--- src/rtl/decoder_scan.sv ---
// rtl/decoder_scan.sv - one-hot line decoder with direct select and prescaled auto-scan
module decoder_scan #(
    parameter int SEL_W      = 2,
    parameter int DIV_W      = 17,
    parameter int ACTIVE_LOW = 0
) (
    input  logic                  clk,
    input  logic                  rst,
    input  logic                  en,
    input  logic                  mode,
    input  logic [SEL_W-1:0]      s,
    input  logic [DIV_W-1:0]      div,
    output logic [2**SEL_W-1:0]   D,
    output logic [SEL_W-1:0]      idx,
    output logic                  tick
);

    localparam int N = 2**SEL_W;
    localparam logic [N-1:0] ONE   = {{(N-1){1'b0}}, 1'b1};
    localparam logic [N-1:0] D_OFF = (ACTIVE_LOW != 0) ? {N{1'b1}} : {N{1'b0}};

    typedef enum logic {
        DIRECT = 1'b0,
        SCAN   = 1'b1
    } state_t;

    state_t            state;
    state_t            state_next;
    logic [DIV_W-1:0]  cnt;
    logic [DIV_W-1:0]  cnt_next;
    logic [SEL_W-1:0]  idx_next;
    logic              tick_next;
    logic [N-1:0]      d_next;

    function automatic logic [N-1:0] decode(input logic [SEL_W-1:0] i);
        logic [N-1:0] oh;
        oh = ONE << i;
        return (ACTIVE_LOW != 0) ? ~oh : oh;
    endfunction

    always_ff @(posedge clk) begin
        if (rst) begin
            state <= DIRECT;
            cnt   <= '0;
            idx   <= '0;
            tick  <= 1'b0;
            D     <= D_OFF;
        end else begin
            state <= state_next;
            cnt   <= cnt_next;
            idx   <= idx_next;
            tick  <= tick_next;
            D     <= d_next;
        end
    end

    // Disabled edges blank D but keep idx/cnt/state so scanning resumes mid-period.
    always_comb begin
        state_next = state;
        cnt_next   = cnt;
        idx_next   = idx;
        tick_next  = 1'b0;
        d_next     = D_OFF;
        if (en) begin
            state_next = mode ? SCAN : DIRECT;
            if (!mode) begin
                idx_next = s;
                cnt_next = '0;
            end else if (state == SCAN) begin
                // >= so a div lowered below cnt terminates the period at once
                if (cnt >= div) begin
                    cnt_next  = '0;
                    idx_next  = idx + SEL_W'(1);
                    tick_next = 1'b1;
                end else begin
                    cnt_next = cnt + DIV_W'(1);
                end
            end else begin
                cnt_next = '0;
            end
            d_next = decode(idx_next);
        end
    end

endmodule

--- config.mk ---
export PLATFORM = sky130hd
export DESIGN_NAME = decoder_scan
export DESIGN_NICKNAME = d
export VERILOG_FILES = /design/src/rtl/decoder_scan.sv
export SDC_FILE = /design/constraint.sdc
export NUM_CORES = 1
export LEC_CHECK = 0
export BUFFER_PORTS_ARGS = -buffer_cell sky130_fd_sc_hd__buf_4
export CAP_MARGIN = 30
export CORE_MARGIN = 2
export CORE_UTILIZATION = 60
export CTS_CLUSTER_SIZE = 10
export DETAILED_ROUTE_END_ITERATION = 6
export PLACE_DENSITY = 0.82
export SYNTH_ARGS = -nofsm -noshare
export SYNTH_HDL_FRONTEND = slang
export SYNTH_SLANG_ARGS = --single-unit
--- constraint.sdc ---
create_clock -name clk -period 5.3 [get_ports clk]
set_input_delay 0.795 -clock clk [delete_from_list [all_inputs] [get_ports clk]]
set_output_delay 0.795 -clock clk [all_outputs]
set_load 0.05 [all_outputs]
==> reports/qor.yml, run 1 <==
met2_length_microns: 1710
wire_per_inst_microns: 13.4
clockBufferDepth: 2
die_y_microns: 57.3
skew_ns: 0.00946
grt_use_total_pct: 23.5
ys_ff_latch: 25
power_frac_seq_pct: 57.6
detail_route.iter0.violations: 52
fillers: 227
netlist_area_sq_um: 1700
overflow: 0
r2r-start: "cnt[14]"
drive_above_1_share_pct: 19.7
grt_pass1_wl_microns: 6130
io_buffers: 29
crit_path_end: "cnt[15]"
hold_path.class: "reg -> reg"
io-pin-count: 30
synthFlopType: "dfxtp_1"
finish.net_count: 271
wl_met1_microns: 1560
worstSetupPathType: "in -> reg"
yosysSeqAreaShare_pct: 29.4
fp.coreArea_sq_um: 2730
postSynthCellCount: 201
arrival_ns: 2.89
cts-htree-levels: 1
clk_pin_slew_worst_paths_ns: 0.15
diodes: 0
ys_warn_count: 0
endpoint_kind: "flop"
start_kind: "primary input"
p_switching_w: 0.0000924
power.total_w: 0.000337
hpwl_microns: 2780
drv_slew: 0
finalWirelength_microns: 3470
syn_nets: 242
status: "finished, final reports clean"
first_pass_iters: 4
via_per_inst: 5.79
hold_viol_final: 0
max_freq_ghz: 0.381
pwr-share-comb_pct: 16.3
die-area_sq_um: 3280
drc: 0
hp-start: "cnt[16]"
start_util_pct: 62.3
power_density_nw_per_um2: 176
worst_pin_slew_ns: 0.494
synthArstFlopShare_pct: 0
cts_root_buf: "clkbuf_4"
grt_pass1_vias: 1459
period_minus_slack_ns: 2.62
critical_path.startpoint: "div[14]"
num_rows: 19
synth_edf_count: 0
p_int_w: 0.000244
die_x_microns: 57.3
setup_tns_ns: 0
clock_latency_ns: 0.33
clock_power_share_pct: 26.1
final_cell_mix: "29 x buf_4, 25 x dfxtp_1, 22 x inv_1, 18 x ha_1"
final_common_cell: "buf_4"
grt_max_degree: 19
fin_hold_ws_ns: 0.519
cts.sinks: 25
maxCapViolCount: 0
synth_cell_type_count: 43
rrSetupSlack_ns: 2.84
dp_cells: 256
routed-wl-met3_microns: 167
path_max_fanout: 18
period_share_pct: 49.5
hold_buffers: 0
slew_headroom_pct: 66.9
ant_nets: 0
r2r-end: "cnt[15]"
peakVddDrop_v: 0.000159
leakagePower_nw: 0.950
syn-mean-instance-area_sq_um: 8.47
cts_buffers: 3
cts-resized-gates: 0
rsz0062_at_grt: "no"
r2r_cells: 8
dr.max_layer_used: "met4"
finalNonFillerCells: 260
tritoncts: "built"
worstPathRequired_ns: 5.57
gp_congestion: 0.879
finalSetupViolCount: 0
syn2layout_area_growth_pct: 12.3
antenna_found_initial: 0
postCtsSetupBuffers: 0
via_count: 1505
p_sw_share_pct: 27.4
metrics by stage:
| step | worst slack, ns | util (%) | area (sq um) |
|---|---|---|---|
| after detailed placement | 2.35 | 69.0 | 1890 |
| after global placement | 2.45 | 69.0 | 1890 |
| final | 2.68 | 70.0 | 1910 |
| after floorplan | 2.63 | - | 1700 |
| after CTS | 2.69 | 70.0 | 1910 |
| after global routing | 2.47 | 70.0 | 1910 |
kinds of logic after synthesis:
group,share of synthesized area (%)
XOR/XNOR,1.03
multiplexers,1.84
buffers and inverters,9.18
AO/OA/AOI/OAI,21.5
AND/OR/NAND/NOR,23.8
adder cells (fa/ha/maj),13.2
flip-flops,29.4
cell type report:
| cell class | count | area [sq um] | area share, % |
|---|---|---|---|
| Tap cell | 31 | 38.8 | 2.03 |
| Inverter | 22 | 82.6 | 4.32 |
| Multi-Input combinational cell | 149 | 1050 | 54.7 |
| Clock buffer | 3 | 22.5 | 1.18 |
| Timing Repair Buffer | 29 | 218 | 11.4 |
| Clock inverter | 1 | 5.00 | 0.262 |
| Sequential cell | 25 | 500 | 26.2 |
worst max-delay path, cell delays in order:
cell and delay, ns:
buf_4 0.08, inv_1 0.03, ha_1 0.31, a211oi_2 0.21, nor2_1 0.08, or4_4 0.55, nor3_2 0.16, nand2_2 0.21
or3_1 0.40, o21ai_0 0.07
registers in the layout (all words and copies together), names as in the netlist:
name   cells
cnt       17
D          4
idx        2
state      1
tick       1
routing by layer:
layer	global-route usage (%)	vias to the layer above
met5	0	-
met4	8.97	0
met3	3.17	4
met2	42.0	39
met1	28.4	687
li1	-	775
worst min-delay path by stage:
stage,cells after the start,slack [ns],end
floorplan,2,0.45,cnt[16]
global placement,2,0.48,cnt[16]
detailed placement,2,0.49,cnt[16]
CTS,2,0.51,cnt[16]
global route,2,0.53,cnt[15]
finish,2,0.52,cnt[16]
power by group through the flow:
| stage | clock (W) | combinational (W) | sequential (W) |
|---|---|---|---|
| 6_report | 0.0000879 | 0.0000548 | 0.000194 |
| 5_1_grt | 0.0000957 | 0.0000606 | 0.000195 |
| 4_1_cts | 0.0000885 | 0.0000550 | 0.000194 |
| 3_5_place_dp | 0 | 0.0000548 | 0.000198 |
| 3_3_place_gp | 0 | 0.0000524 | 0.000198 |
| 2_1_floorplan | 0 | 0.0000287 | 0.000206 |
Yosys cell counts (2+ instances only):
cell       n  area (sq um)
xor2_1     2          17.5
buf_6      2          22.5
a211oi_2   2          25.0
a21oi_1   12          60.1
a21o_1    10          75.1
nand2_1   14          52.6
nor2_1    10          37.5
nand3_1    7          35.0
and3_1     9          56.3
or3_1      2          12.5
a31oi_1    5          31.3
ha_1      18           225
nor3_1     3          15.0
nor4_1     3          18.8
o21a_1     2          15.0
nor2b_1    3          18.8
a221o_1    2          20.0
mux2i_1    2          20.0
dfxtp_1   25           500
nand2b_1   5          31.3
inv_1     22          82.6
nor3b_1    6          45.0
o21ai_0   14          70.1
nand4_1    2          12.5
Power figures use the tool's default switching activity.
==> run 2, diff against run 1 <==
--- a/config.mk
+++ b/config.mk
@@ -5,13 +5,14 @@
 export SDC_FILE = /design/constraint.sdc
 export NUM_CORES = 1
 export LEC_CHECK = 0
+export ABC_AREA = 1
 export BUFFER_PORTS_ARGS = -buffer_cell sky130_fd_sc_hd__buf_4
 export CAP_MARGIN = 30
 export CORE_MARGIN = 2
-export CORE_UTILIZATION = 60
+export CORE_UTILIZATION = 56
 export CTS_CLUSTER_SIZE = 10
 export DETAILED_ROUTE_END_ITERATION = 6
-export PLACE_DENSITY = 0.82
+export PLACE_DENSITY = 0.76
 export SYNTH_ARGS = -nofsm -noshare
 export SYNTH_HDL_FRONTEND = slang
 export SYNTH_SLANG_ARGS = --single-unit
==> constraint.sdc (replaced) <==
create_clock -name clk -period 2.5 [get_ports clk]
set_input_delay 0.375 -clock clk [delete_from_list [all_inputs] [get_ports clk]]
set_output_delay 0.375 -clock clk [all_outputs]
set_load 0.05 [all_outputs]
==> run 2 against run 1 <==
- area after synthesis rose by 4.6%
- register-to-register slack got worse by 2.2 ns
- critical path depth rose by 4
- final cell count rose by 26%
==> reports/qor.yml, run 2 <==
synthTopCellsByCount: "51 x nand2_1, 50 x inv_1, 25 x dfxtp_1"
r2r-end: "cnt[11]"
gp_congestion: 0.840  # -4.4%
netlist_area_sq_um: 1780  # +4.6%
cts_buffers: 3  # unchanged
synth_top_area_share_pct: 28.1  # -1.3 points
synth_top_family_by_area: "simple AND/OR/NAND/NOR gates"
period_minus_slack_ns: 1.88
postSynthCellCount: 252  # +25%
clockBufferDepth: 2  # unchanged
max_freq_ghz: 0.532
cts_root_buf: "clkbuf_4"
synth-simple-area-share_pct: 33.7  # +9.9 points
met2_usage_pct: 37.1  # -4.9 points
synth-compound-area-share_pct: 13.2  # -8.3 points
tritoncts: "built"
maxCapViolCount: 0  # unchanged
power_density_nw_per_um2: 338  # +92%
hold_depth: 3  # +1
yosys.area.top_type: "dfxtp_1"
detail_route.iter0.violations: 82  # +58%
rsz0062_at_grt: "no"
grt_pass1_wl_microns: 6070  # -0.90%
grt_use_met3_pct: 2.56  # -0.62 points
synthFlopType: "dfxtp_1"
hold_path_end: "state"
cts.sinks: 25  # unchanged
hold_viol_final: 0  # unchanged
via_per_inst: 4.97  # -14%
io-pin-count: 30  # unchanged
endpoint_kind: "flop"
synth_edf_count: 0  # unchanged
clock_latency_ns: 0.32  # about the same
hold_buffers: 0  # unchanged
finalNonFillerCells: 327  # +26%
finalWirelength_microns: 3400  # -2.0%
die-area_sq_um: 3650  # +11%
cts-htree-levels: 1  # unchanged
arrival_ns: 2.14  # -0.75 ns
first_pass_iters: 4  # unchanged
synthAdderAreaFrac_pct: 12.6  # -0.58 points
start_util_pct: 58.8  # -3.5 points
largest_reg_flops: 17  # unchanged
largest-register: "cnt"
synth_cell_type_count: 34  # -21%
grt_max_degree: 16  # -3
slew_headroom_pct: 68.1  # +1.1 points
worstPathRequired_ns: 2.77  # -2.80 ns
wire_per_inst_microns: 10.4  # -22%
finish.net_count: 325  # +20%
worstSetupPathType: "reg -> reg"
num_rows: 20  # +1
hold_path.class: "in -> reg"
worst_pin_slew_ns: 0.478  # -0.0158 ns
power.total_w: 0.000702  # +110%
period_share_pct: 75.1
skew_ns: 0.00111  # -0.00835 ns
rrSetupSlack_ns: 0.62  # -2.22 ns
ant_nets: 0  # unchanged
peakVddDrop_v: 0.000289  # +82%
synthTopCellsByArea: "dfxtp_1 28%, ha_1 13%, nand2_1 11%"
drc: 0  # unchanged
grt.met1_usage_pct: 29.4  # +1.0 points
yosysSeqAreaShare_pct: 28.1  # -1.3 points
grt_pass1_vias: 1474  # +1.0%
final_common_cell: "nand2_1"
diodes: 0  # unchanged
fp.coreArea_sq_um: 3030  # +11%
clk_pin_slew_worst_paths_ns: 0.14  # about the same
setup_tns_ns: 0  # unchanged
ys_ff_latch: 25  # unchanged
hpwl_microns: 2760  # -0.61%
drv_slew: 0  # unchanged
grt_busiest_layer: "met2"
r2r_cells: 14  # +6
synth.mux.area_fraction_pct: 0  # -1.8 points
drive_above_1_share_pct: 21.6  # +1.9 points
reg_top3: "cnt: 17 flops, D: 4 flops, idx: 2 flops"
die_x_microns: 60.4  # +5.4%
yosysMostFrequentCell: "nand2_1"
dp_cells: 323  # +26%
finalSetupViolCount: 0  # unchanged
antenna_found_initial: 0  # unchanged
final_cell_mix: "51 x nand2_1, 50 x inv_1, 29 x buf_4, 25 x dfxtp_1"
grt_use_total_pct: 21.9  # -1.5 points
die_y_microns: 60.4  # +5.4%
cts-resized-gates: 0  # unchanged
r2r-start: "cnt[4]"
syn_nets: 293  # +21%
syn2layout_area_growth_pct: 16.6
start_kind: "flop"
leakagePower_nw: 1.01  # +6.7%
overflow: 0  # unchanged
ys_warn_count: 0  # unchanged
status: "finished, final reports clean"
syn-mean-instance-area_sq_um: 7.07  # -17%
via_count: 1626  # +8.0%
path_max_fanout: 7  # -11
io_buffers: 29  # unchanged
postCtsSetupBuffers: 0  # unchanged
synthArstFlopShare_pct: 0  # unchanged
hp-start: "en"
synth_xor_area_share_pct: 0.492  # -0.54 points
## run 2: cell count changes after synthesis, moves of 5 or more
cell,change
a21o_1,-8
a31oi_1,-5
and3_1,-9
inv_1,+28
nand2_1,+37
nand2b_1,-5
nand3_1,+8
nand3_2,+6
nor2_1,+8
nor2_2,+5
nor3b_1,-5
o21ai_1,+5
## run 2: cells by family (layout without fill, tap and decap cells)
group                    after synthesis  after routing
adder cells (fa/ha/maj)               18             18
buffers and inverters                 55             86
AND/OR/NAND/NOR                      113            113
flip-flops                            25             25
XOR/XNOR                               1              1
AO/OA/AOI/OAI                         40             40
## run 2: final cells by class
cell class                      instances  area, sq um
Clock buffer                            3         22.5
Clock inverter                          1         7.51
Fill cell                             264          952
Inverter                               53          204
Multi-Input combinational cell        172         1070
Sequential cell                        25          500
Tap cell                               44         55.1
Timing Repair Buffer                   29          218
## run 2: how the worst max path moves through the flow
stage                 start  endpoint  slack, ns  cells past startpoint
floorplan           div[16]   cnt[11]       0.77                     12
global placement    div[16]   cnt[11]       0.54                     13
detailed placement  div[16]   cnt[11]       0.51                     13
CTS                  cnt[2]   cnt[11]       0.61                     14
global route         cnt[8]      D[0]       0.40                     12
finish               cnt[4]   cnt[11]       0.62                     14
## run 2: per-stage QoR
step / utilization [%] / hold WS (ns) / cell area, sq um / setup slack, ns
5_1_grt: 68.6 / 0.313 / 2080 / 0.399
3_5_place_dp: 67.6 / 0.487 / 2050 / 0.509
2_1_floorplan: - / 0.470 / 1780 / 0.770
6_report: 68.6 / 0.331 / 2080 / 0.622
4_1_cts: 68.6 / 0.319 / 2080 / 0.608
3_3_place_gp: 67.6 / 0.480 / 2050 / 0.539
## run 2: routing by layer
metal	share of wire [%]	routed length (microns)	up-vias
met5	0	0	-
met4	0.94	32	0
met3	2.9	97	4
met2	46	1580	30
met1	50	1690	715
li1	-	-	877
## run 2: report_power, final
part	total (W)	internal [W]	switching, W
sequential	0.000408	0.000404	0.00000423
clock	0.000190	0.0000612	0.000129
combinational	0.000104	0.0000450	0.0000589
## run 2: worst max-delay path: stages (launching register included)
cell and delay [ns]:
dfxtp_1 0.46, ha_1 0.29, nand2_1 0.09, inv_1 0.04, nand2_1 0.06, nand2_1 0.05, nand2_1 0.05, nand2_1 0.06
nand2_1 0.11, nand2_4 0.10, nor2_8 0.17, inv_6 0.07, nor2_8 0.12, o211ai_1 0.09, o21ai_1 0.08
==> run 3, diff against run 2 <==
--- a/config.mk
+++ b/config.mk
@@ -5,11 +5,11 @@
 export SDC_FILE = /design/constraint.sdc
 export NUM_CORES = 1
 export LEC_CHECK = 0
-export ABC_AREA = 1
+export ABC_AREA = 0
 export BUFFER_PORTS_ARGS = -buffer_cell sky130_fd_sc_hd__buf_4
 export CAP_MARGIN = 30
 export CORE_MARGIN = 2
-export CORE_UTILIZATION = 56
+export CORE_UTILIZATION = 55
 export CTS_CLUSTER_SIZE = 10
 export DETAILED_ROUTE_END_ITERATION = 6
 export PLACE_DENSITY = 0.76
==> constraint.sdc (replaced) <==
create_clock -name clk -period 1.8 [get_ports clk]
set_input_delay 0.27 -clock clk [delete_from_list [all_inputs] [get_ports clk]]
set_output_delay 0.27 -clock clk [all_outputs]
set_load 0.05 [all_outputs]
==> run 3 against run 2 <==
- highest routed layer unchanged
- largest cell class unchanged
- global-route usage increased by 5.2 points
- critical path type unchanged
- worst hold slack got worse by 0.19 ns
- the flow now finishes with violations (negative setup slack)
- non-clock buffer count increased by 33
- clock skew increased by 0.0091 ns
- wire length increased by 31%
==> reports/qor.yml, run 3 (same netlist as run 1, synthesis figures left out) <==
finalWirelength_microns: 4460  # +31%
detail_route.iter0.violations: 59  # -28%
start_util_pct: 56.7  # -2.1 points
finalSetupViolCount: 24  # +24
endpoint_kind: "flop"
drc: 0  # unchanged
leakagePower_nw: 1.15  # +14%
die-area_sq_um: 3560  # -2.4%
period_minus_slack_ns: 2.24  # +0.361 ns
drive_above_1_share_pct: 42.7  # +21 points
max_freq_ghz: 0.447  # -16%
wire_per_inst_microns: 15.1  # +45%
grt_max_degree: 16  # unchanged
multi_input_area_sq_um: 1230  # +15%
largest_reg_flops: 17  # unchanged
arrival_ns: 2.52  # +0.38 ns
grt_pass1_wl_microns: 7300  # +20%
peakVddDrop_v: 0.000285  # -1.5%
via_per_inst: 5.76  # +16%
final_cell_mix: "57 x buf_4, 21 x inv_1, 18 x dfxtp_1, 13 x ha_1, 11 x nand2_1"
tritoncts: "built"
hpwl_microns: 3280  # +19%
hold_path.class: "in -> reg"
overflow: 0  # unchanged
finish.net_count: 304  # -6.5%
placed_area_sq_um: 2120  # +3.7%
io_buffers: 29  # unchanged
drv_slew: 0  # unchanged
cts-htree-levels: 1  # unchanged
fp.coreArea_sq_um: 3000  # -0.83%
hold_buffers: 0  # unchanged
violations: "negative setup slack"
slew_headroom_pct: 67.2  # -0.86 points
grt_use_total_pct: 27.1  # +5.2 points
rsz0062_at_grt: "yes"
clk_pin_slew_worst_paths_ns: 0.15  # about the same
worstPathRequired_ns: 2.08  # -0.69 ns
grt_busiest_layer: "met2"
cts.sinks: 25  # unchanged
largest-register: "cnt"
skew_ns: 0.0102  # +0.00908 ns
clock_latency_ns: 0.34  # +0.02 ns
grt_pass1_vias: 1687  # +14%
power_density_nw_per_um2: 434  # +28%
hold_viol_final: 0  # unchanged
die_y_microns: 59.6  # -1.2%
setup_tns_ns: -8.44  # -8.44 ns
syn2layout_area_growth_pct: 40.0
cts_root_buf: "clkbuf_4"
maxCapViolCount: 0  # unchanged
first_pass_iters: 4  # unchanged
gp_congestion: 0.795  # -5.3%
die_x_microns: 59.6  # -1.2%
start_kind: "flop"
fillers: 203  # -23%
grt.met1_usage_pct: 31.5  # +2.1 points
num_rows: 20  # unchanged
via_count: 1700  # +4.6%
reg_top3: "cnt: 17 flops, D: 4 flops, idx: 2 flops"
met2_usage_pct: 49.5  # +12 points
period_share_pct: 124  # +49 points
worst_pin_slew_ns: 0.490  # +0.0116 ns
fin_ws_ns: -0.439  # -1.06 ns
cts_buffers: 3  # unchanged
final_cell_area_sq_um: 2380  # +15%
post-route-util_pct: 79.4  # +11 points
grt_use_met3_pct: 2.84  # +0.28 points
antenna_found_initial: 0  # unchanged
path_max_fanout: 8  # +1
clockBufferDepth: 2  # unchanged
register_area_sq_um: 512  # +2.3%
final_common_cell: "buf_4"
worstSetupPathType: "reg -> reg"
ant_nets: 0  # unchanged
io-pin-count: 30  # unchanged
status: "finished, violations left"
diodes: 0  # unchanged
run 3: cell types whose count changed in the layout (fill, tap and decap cells not counted), sizes merged, moves of 4 or more:
cell and change:
a21oi +4, o22ai -4, o21ai -6, nor2 -18
buf +33, a21o +8, nor3b +5, nand2 -39
nand2b +5, nand3 -14, inv -30, a31oi +5
and3 +10
run 3: what timing repair did:
action	in CTS	in global routing
pin swaps	12	1
endpoints found under the setup margin	24	24
gates cloned	0	0
resized for setup	36	14
buffers inserted	4	3
run 3: path summary, 6_finish.rpt:
kind	start	end	slack (ns)	cells past startpoint
min reg2reg	cnt[8]	cnt[8]	0.60	2
min	rst	idx[0]	0.14	2
max reg2reg	cnt[13]	cnt[14]	-0.44	10
max	cnt[13]	cnt[14]	-0.44	10
run 3: critical path, stage by stage, from the launching register on:
cell	delay, ns
dfxtp_2	0.38
ha_4	0.20
nand4_1	0.19
buf_4	0.15
nor2_1	0.04
or4_4	0.47
nor3_4	0.15
nand2_2	0.15
buf_8	0.19
nor3b_4	0.18
a21o_1	0.10
run 3: layout make-up:
class,count,share of cell area [%]
tap,33,1.73
sequential,25,21.5
multi-input combinational,149,51.6
inverter,22,3.57
clock buffer,3,0.944
clock inverter,1,0.262
timing repair buffer,62,20.5
run 3: per-stage QoR:
step / instances / power [W] / setup WS, ns / hold WS (ns)
6_report: 295 / 0.00103 / -0.439 / 0.143
3_3_place_gp: 284 / 0.000743 / -0.498 / 0.500
3_5_place_dp: 284 / 0.000752 / -0.571 / 0.504
4_1_cts: 292 / 0.00103 / -0.407 / 0.132
5_1_grt: 295 / 0.00108 / -0.552 / 0.151
2_1_floorplan: 201 / 0.000692 / -0.337 / 0.339
run 3: metal layers:
metal | vias up | wire (microns)
li1 | 843 | -
met1 | 790 | 1850
met2 | 55 | 2290
met3 | 12 | 193
met4 | 0 | 133
met5 | - | 0
run 3: power by group:
part	switching, W	total [W]	internal [W]
sequential	0.00000673	0.000568	0.000561
clock	0.000187	0.000274	0.0000869
combinational	0.000105	0.000192	0.0000871
total	0.000299	0.00103	0.000735
